$ cat src/rtl/out_arb_pkg.sv
// ============================================================================
// Module  : out_arb_pkg
// Purpose : Shared constants, helper function and types for the output-port
//           arbiter (output_port_arbiter and its rr_pick picker).
// Contents: DEF_PACKET_BITS, DEF_NUM_OUT_PORTS, clog2(), grant_idx_t
// Revision: 1.0 - initial release
// ============================================================================
`default_nettype none

package out_arb_pkg;

  localparam int DEF_PACKET_BITS   = 97;
  localparam int DEF_NUM_OUT_PORTS = 7;

  // Ceiling log2, floored at 1 so that a single-port build still has a
  // one-bit grant index.
  function automatic int clog2(input int n);
    int w;
    w = 0;
    while ((1 << w) < n) begin
      w = w + 1;
    end
    if (w < 1) begin
      w = 1;
    end
    return w;
  endfunction

  typedef logic [clog2(DEF_NUM_OUT_PORTS)-1:0] grant_idx_t;

endpackage

`default_nettype wire

$ cat src/rtl/rr_pick.sv
// ============================================================================
// Module  : rr_pick
// Purpose : Combinational rotate-priority picker. Scans last+1, last+2, ...
//           modulo NUM, returns the first requesting position.
// Ports   : req_i     [NUM]      request vector
//           last_i    [SEL_BITS] previous winner (scan starts after it)
//           onehot_o  [NUM]      one-hot winner (zero when no request)
//           idx_o     [SEL_BITS] binary winner index (zero when no request)
//           any_o                at least one request present
// Revision: 1.0 - initial release
// ============================================================================
`default_nettype none

module rr_pick #(
  parameter int NUM      = 7,
  parameter int SEL_BITS = 3
) (
  input  logic [NUM-1:0]      req_i,
  input  logic [SEL_BITS-1:0] last_i,
  output logic [NUM-1:0]      onehot_o,
  output logic [SEL_BITS-1:0] idx_o,
  output logic                any_o
);

  // One extra bit so last+k (at most 2*NUM-1) never overflows before the
  // wrap; NUM need not be a power of two, so the wrap is compare-and-subtract.
  logic [SEL_BITS:0] cand;

  always_comb begin
    cand     = '0;
    idx_o    = '0;
    any_o    = 1'b0;
    onehot_o = '0;
    // Walk farthest-first so the nearest requester after last_i is the
    // final assignment and therefore the winner.
    for (int k = NUM; k >= 1; k--) begin
      cand = {1'b0, last_i} + (SEL_BITS+1)'(k);
      if (cand >= (SEL_BITS+1)'(NUM)) begin
        cand = cand - (SEL_BITS+1)'(NUM);
      end
      if (req_i[cand[SEL_BITS-1:0]]) begin
        idx_o = cand[SEL_BITS-1:0];
        any_o = 1'b1;
      end
    end
    if (any_o) begin
      onehot_o[idx_o] = 1'b1;
    end
  end

endmodule

`default_nettype wire

$ cat src/rtl/output_port_arbiter.sv
// ============================================================================
// Module  : output_port_arbiter
// Purpose : Round-robin scheduler sharing one egress link between the
//           output-port FIFOs of a leaf interface. Pops the winning FIFO and
//           loads its head packet into a registered valid/ready output stage.
// Ports   : clk           clock
//           reset         asynchronous active-low reset
//           arb_en        1 = new grants allowed, 0 = freeze (drain only)
//           empty         per-port FIFO empty flags
//           internal_out  per-port FIFO head data (FWFT), port p at slice p
//           rd_en_sel     one-hot pop strobe to the granted FIFO
//           dout          registered packet to network
//           vld_out       dout valid
//           rdy_in        network accepts dout this cycle
//           grant_idx     port that sourced the current dout
//           stall_cnt     saturating count of vld_out & !rdy_in cycles
//                         (present only when OUT_ARB_STALL_CNT_EN is defined)
// Config  : OUT_ARB_STALL_CNT_EN - adds the stall_cnt output and counter
// Revision: 1.0 - initial release
// ============================================================================
`default_nettype none

module output_port_arbiter
  import out_arb_pkg::*;
#(
  parameter int PACKET_BITS   = DEF_PACKET_BITS,
  parameter int NUM_OUT_PORTS = DEF_NUM_OUT_PORTS,
  parameter int SEL_BITS      = clog2(NUM_OUT_PORTS)
) (
  input  logic                               clk,
  input  logic                               reset,
  input  logic                               arb_en,
  input  logic [NUM_OUT_PORTS-1:0]           empty,
  input  logic [PACKET_BITS*NUM_OUT_PORTS-1:0] internal_out,
  output logic [NUM_OUT_PORTS-1:0]           rd_en_sel,
  output logic [PACKET_BITS-1:0]             dout,
  output logic                               vld_out,
  input  logic                               rdy_in,
  output logic [SEL_BITS-1:0]                grant_idx
`ifdef OUT_ARB_STALL_CNT_EN
  ,
  output logic [15:0]                        stall_cnt
`endif
);

  localparam logic [SEL_BITS-1:0] LAST_RST = SEL_BITS'(NUM_OUT_PORTS - 1);

  logic [PACKET_BITS-1:0]   dout_q, dout_d;
  logic                     vld_q, vld_d;
  logic [SEL_BITS-1:0]      gidx_q, gidx_d;
  logic [SEL_BITS-1:0]      last_q, last_d;

  logic [NUM_OUT_PORTS-1:0] pick_onehot;
  logic [SEL_BITS-1:0]      pick_idx;
  logic                     pick_any;
  logic [PACKET_BITS-1:0]   pick_data;
  logic                     free;
  logic                     grant;

  rr_pick #(
    .NUM      (NUM_OUT_PORTS),
    .SEL_BITS (SEL_BITS)
  ) u_rr_pick (
    .req_i    (~empty),
    .last_i   (last_q),
    .onehot_o (pick_onehot),
    .idx_o    (pick_idx),
    .any_o    (pick_any)
  );

  // Output stage can take a new packet when empty or being drained now.
  assign free = !vld_q || rdy_in;

  // Reset is folded in so no FIFO is popped while the block is held in
  // reset (the pop would otherwise lose a packet the stage cannot capture).
  assign grant = reset && arb_en && free && pick_any;

  assign rd_en_sel = grant ? pick_onehot : '0;

  always_comb begin
    pick_data = '0;
    for (int p = 0; p < NUM_OUT_PORTS; p++) begin
      if (pick_idx == SEL_BITS'(p)) begin
        pick_data = internal_out[p*PACKET_BITS +: PACKET_BITS];
      end
    end
  end

  always_comb begin
    dout_d = dout_q;
    vld_d  = vld_q;
    gidx_d = gidx_q;
    last_d = last_q;
    if (grant) begin
      dout_d = pick_data;
      vld_d  = 1'b1;
      gidx_d = pick_idx;
      last_d = pick_idx;
    end else if (free) begin
      // Nothing new to load: the old packet (if any) was accepted.
      vld_d = 1'b0;
    end
  end

  always_ff @(posedge clk or negedge reset) begin
    if (!reset) begin
      dout_q <= '0;
      vld_q  <= 1'b0;
      gidx_q <= '0;
      last_q <= LAST_RST;
    end else begin
      dout_q <= dout_d;
      vld_q  <= vld_d;
      gidx_q <= gidx_d;
      last_q <= last_d;
    end
  end

  assign dout      = dout_q;
  assign vld_out   = vld_q;
  assign grant_idx = gidx_q;

`ifdef OUT_ARB_STALL_CNT_EN
  logic [15:0] stall_cnt_q, stall_cnt_d;

  always_comb begin
    stall_cnt_d = stall_cnt_q;
    if (vld_q && !rdy_in && (stall_cnt_q != 16'hFFFF)) begin
      stall_cnt_d = stall_cnt_q + 16'd1;
    end
  end

  always_ff @(posedge clk or negedge reset) begin
    if (!reset) begin
      stall_cnt_q <= '0;
    end else begin
      stall_cnt_q <= stall_cnt_d;
    end
  end

  assign stall_cnt = stall_cnt_q;
`endif

endmodule

`default_nettype wire

$ cat config.mk
export PLATFORM = sky130hd
export DESIGN_NAME = output_port_arbiter
export DESIGN_NICKNAME = d
export VERILOG_FILES = /design/src/rtl/out_arb_pkg.sv /design/src/rtl/rr_pick.sv /design/src/rtl/output_port_arbiter.sv
export SDC_FILE = /design/constraint.sdc
export NUM_CORES = 1
export LEC_CHECK = 0
export ABC_AREA = 1
export BUFFER_PORTS_ARGS = -buffer_cell sky130_fd_sc_hd__buf_2
export CAP_MARGIN = 20
export CORE_AREA = 2 2 309 311
export CTS_CLUSTER_SIZE = 14
export DETAILED_ROUTE_END_ITERATION = 8
export DIE_AREA = 0 0 311 313
export HOLD_SLACK_MARGIN = 0.1
export PLACE_DENSITY = 0.4
export SLEW_MARGIN = 20
export SYNTH_ARGS = -nofsm -noshare
export SYNTH_HDL_FRONTEND = slang
export SYNTH_HIERARCHICAL = 1
export SYNTH_SLANG_ARGS = --single-unit
export TNS_END_PERCENT = 10
$ cat constraint.sdc
create_clock -name clk -period 3.45 [get_ports clk]
set_input_delay 0.1725 -clock clk [delete_from_list [all_inputs] [get_ports clk]]
set_output_delay 0.1725 -clock clk [all_outputs]
set_load 0.01 [all_outputs]
==> impl_results.md <==
- Hold_sp: internal_out[388]
- CTS Buffer Depth: 2
- Final antenna-violating net count: 0
- Setup TNS: -27990 ps
- Total number of vias: between 15000 and 20000
- Final wirelength: approximately 97000 um
- Yosys cell types: 42
- First drt pass iteration count: 6
- Critical path arrival: 4110 ps
- Flops & latches, synth: approximately 100
- Origin of the worst setup path: last_q[1]
- Number of global-route vias before repair: ~20000
- Endpoints failing hold: 0
- Nets: about 4200
- Nature of the critical path startpoint: flip-flop
- Crit path capture: dout[96]
- Synth Net Count: a little under 3000
- Die H: between 300 and 400 um
- Syn Area/Cell: ~5.4 um^2
- Remaining routing DRC violations: 0
- Vias per inst: about 4.1
- Clock Pin Slew Worst Setup and Hold Paths: about 100 ps
- CP Capture Type: flip-flop
- Final setup violation count: 105
- Area of the multi-input gates: roughly 8300 um^2
- Largest net degree at the start of global routing: 51
- Root buffer cell: clkbuf_16
- RSZ-0062 raised after global routing: true
- Slew @ Worst Pin: around 860 ps
- Mapped Cells: ~2200
- Failing checks: setup timing
- Total gr overflow: 0
- Post-DR wirelength/cell: between 20 and 25 um
- Min Clock Period, post-route: about 3800 ps
- Num ports: around 800
- Max FO, Critical Path: 8
- Main synth FF type: dfrtp_1
- Routability cong.: ~0.95
- Hpwl dp: 75000 um
- Mapped cell area: roughly 12000 um^2
- FP Rows: ~110
- CP max stage cell: dfstp_2
- Worst r2r path cells: 26
- H-tree Lvls: 3
- Most frequent cells in the layout: 789 x buf_2, 726 x nand2_1, 386 x nor2_1
- Core area: approximately 94000 um^2
- Most common cell after layout, fill and taps aside: buf_2
- Layout Area Growth over Synthesis: 97.3%
- Global-route wire length before repair: 133000 um
- Layout cells sized above 1: 0.386
- Die W: a little over 300 um
- Slew Viols, Final: 0
- DIE AREA: ~100000 um^2
- Worst EP required: 3780 ps
- Crit Path Category: reg2reg
- Starting Density: 0.129
- Inserted Clock Buffers: 9
- Placed cells: around 4400
- Ys Warns: 6
- Worst path max stage delay: between 500 and 600 ps
- FF-to-FF End: dout[96]
- IO buf count: ~800
- Storage element area: ~2600 um^2
- TritonCTS clock tree: built
- Post-synth ARST share: 1.00
- Initial DRC count: 1462
- CTS sink count: 103
- Slew HR: 0.430
- Finished Layout Cells: approximately 4700
- Tcrit/Tclk final: 1.10
- EDFF count, synth: 0
- Gr usage total: 0.188
- Reg2reg start: last_q[1]
- Worst clock skew: around 18 ps
- Register area share after synthesis: 0.213
- Max Cap Viol: 0
- HP Class: in2reg
- Reg-to-reg slack, setup: -330 ps
- Antenna violations before repair: 41
- Final worst-path setup slack: -330 ps
- Clock Latency Late Sink: between 400 and 500 ps
- Status: complete, but fails checks
- Fill cell count: roughly 11000
- Max Clk Rate: 265 MHz
-- layer usage --
| metal | share of wire | GRT usage | routed length [um] | up-vias |
|---|---|---|---|---|
| li1 | - | - | - | 9610 |
| met1 | 0.42 | 0.234 | 40700 | 8932 |
| met2 | 0.46 | 0.309 | 44700 | 900 |
| met3 | 0.085 | 0.0555 | 8230 | 152 |
| met4 | 0.029 | 0.0664 | 2830 | 24 |
| met5 | 0.0016 | 0 | 154 | - |
-- what timing repair did --
action	in CTS	in global routing
hold endpoints to repair	103	0
hold buffers	229	0
gates resized for setup	155	60
buffers inserted	40	10
pin swaps	44	31
endpoints found under the setup margin	109	110
gates cloned	10	3
-- flip-flops by register name, summed over array words and instances, names as in the netlist --
signal     flops
dout          97
grant_idx      3
last_q         2
vld_out        1
-- stage by stage --
step	utilization	area (um^2)	hold WS [ps]	worst slack, ps
2_1_floorplan	-	12200	-123	44.1
3_3_place_gp	0.209	19700	34.8	-559
3_5_place_dp	0.209	19700	36.2	-594
4_1_cts	0.250	23600	100	-343
5_1_grt	0.254	23900	116	-572
6_report	0.254	23900	127	-330
-- cells by family after synthesis --
logic type | after synthesis | synth area share
flip-flops | 103 | 0.213
AND/OR/NAND/NOR | 1664 | 0.612
adder cells (fa/ha/maj) | 11 | 0.0120
buffers and inverters | 424 | 0.140
AO/OA/AOI/OAI | 38 | 0.0200
XOR/XNOR | 3 | 0.00341
-- worst max-delay path: cells and delay by family, from the launching register on --
family                   cells  cell delay (ps)
AO/OA/AOI/OAI                2              210
buffers and inverters       12             1380
AND/OR/NAND/NOR             11             1040
flip-flops                   1              590
adder cells (fa/ha/maj)      1              450
-- layout make-up --
type                            count  share of cell area
Multi-Input combinational cell   1716               0.348
Inverter                          260              0.0430
Clock inverter                      6             0.00288
Timing Repair Buffer             1365               0.421
Antenna cell                       13             0.00136
Sequential cell                   103               0.108
Clock buffer                       10             0.00999
Tap cell                         1265              0.0662
-- cell usage after synthesis (17+ instances only) --
master,count,area (um^2)
nand4_1,295,1850
clkbuf_1,97,364
buf_2,41,205
nand2_2,23,144
nand3_1,135,676
nor2_1,419,1570
nand2_1,759,2850
buf_1,17,63.8
dfrtp_1,101,2530
inv_1,238,893
inv_2,21,78.8
-- worst min-delay path by stage --
stage / endpoint / slack (ps) / cells after the start
after floorplan: dout[0] / -120 / 0
after global placement: dout[52] / 30 / 1
after detailed placement: dout[52] / 40 / 1
after CTS: dout[39] / 100 / 5
after global routing: dout[80] / 120 / 5
final: dout[0] / 130 / 5
Power is not shown: default switching activity piles up to over one toggle a cycle in this logic, so the estimate is an artifact.
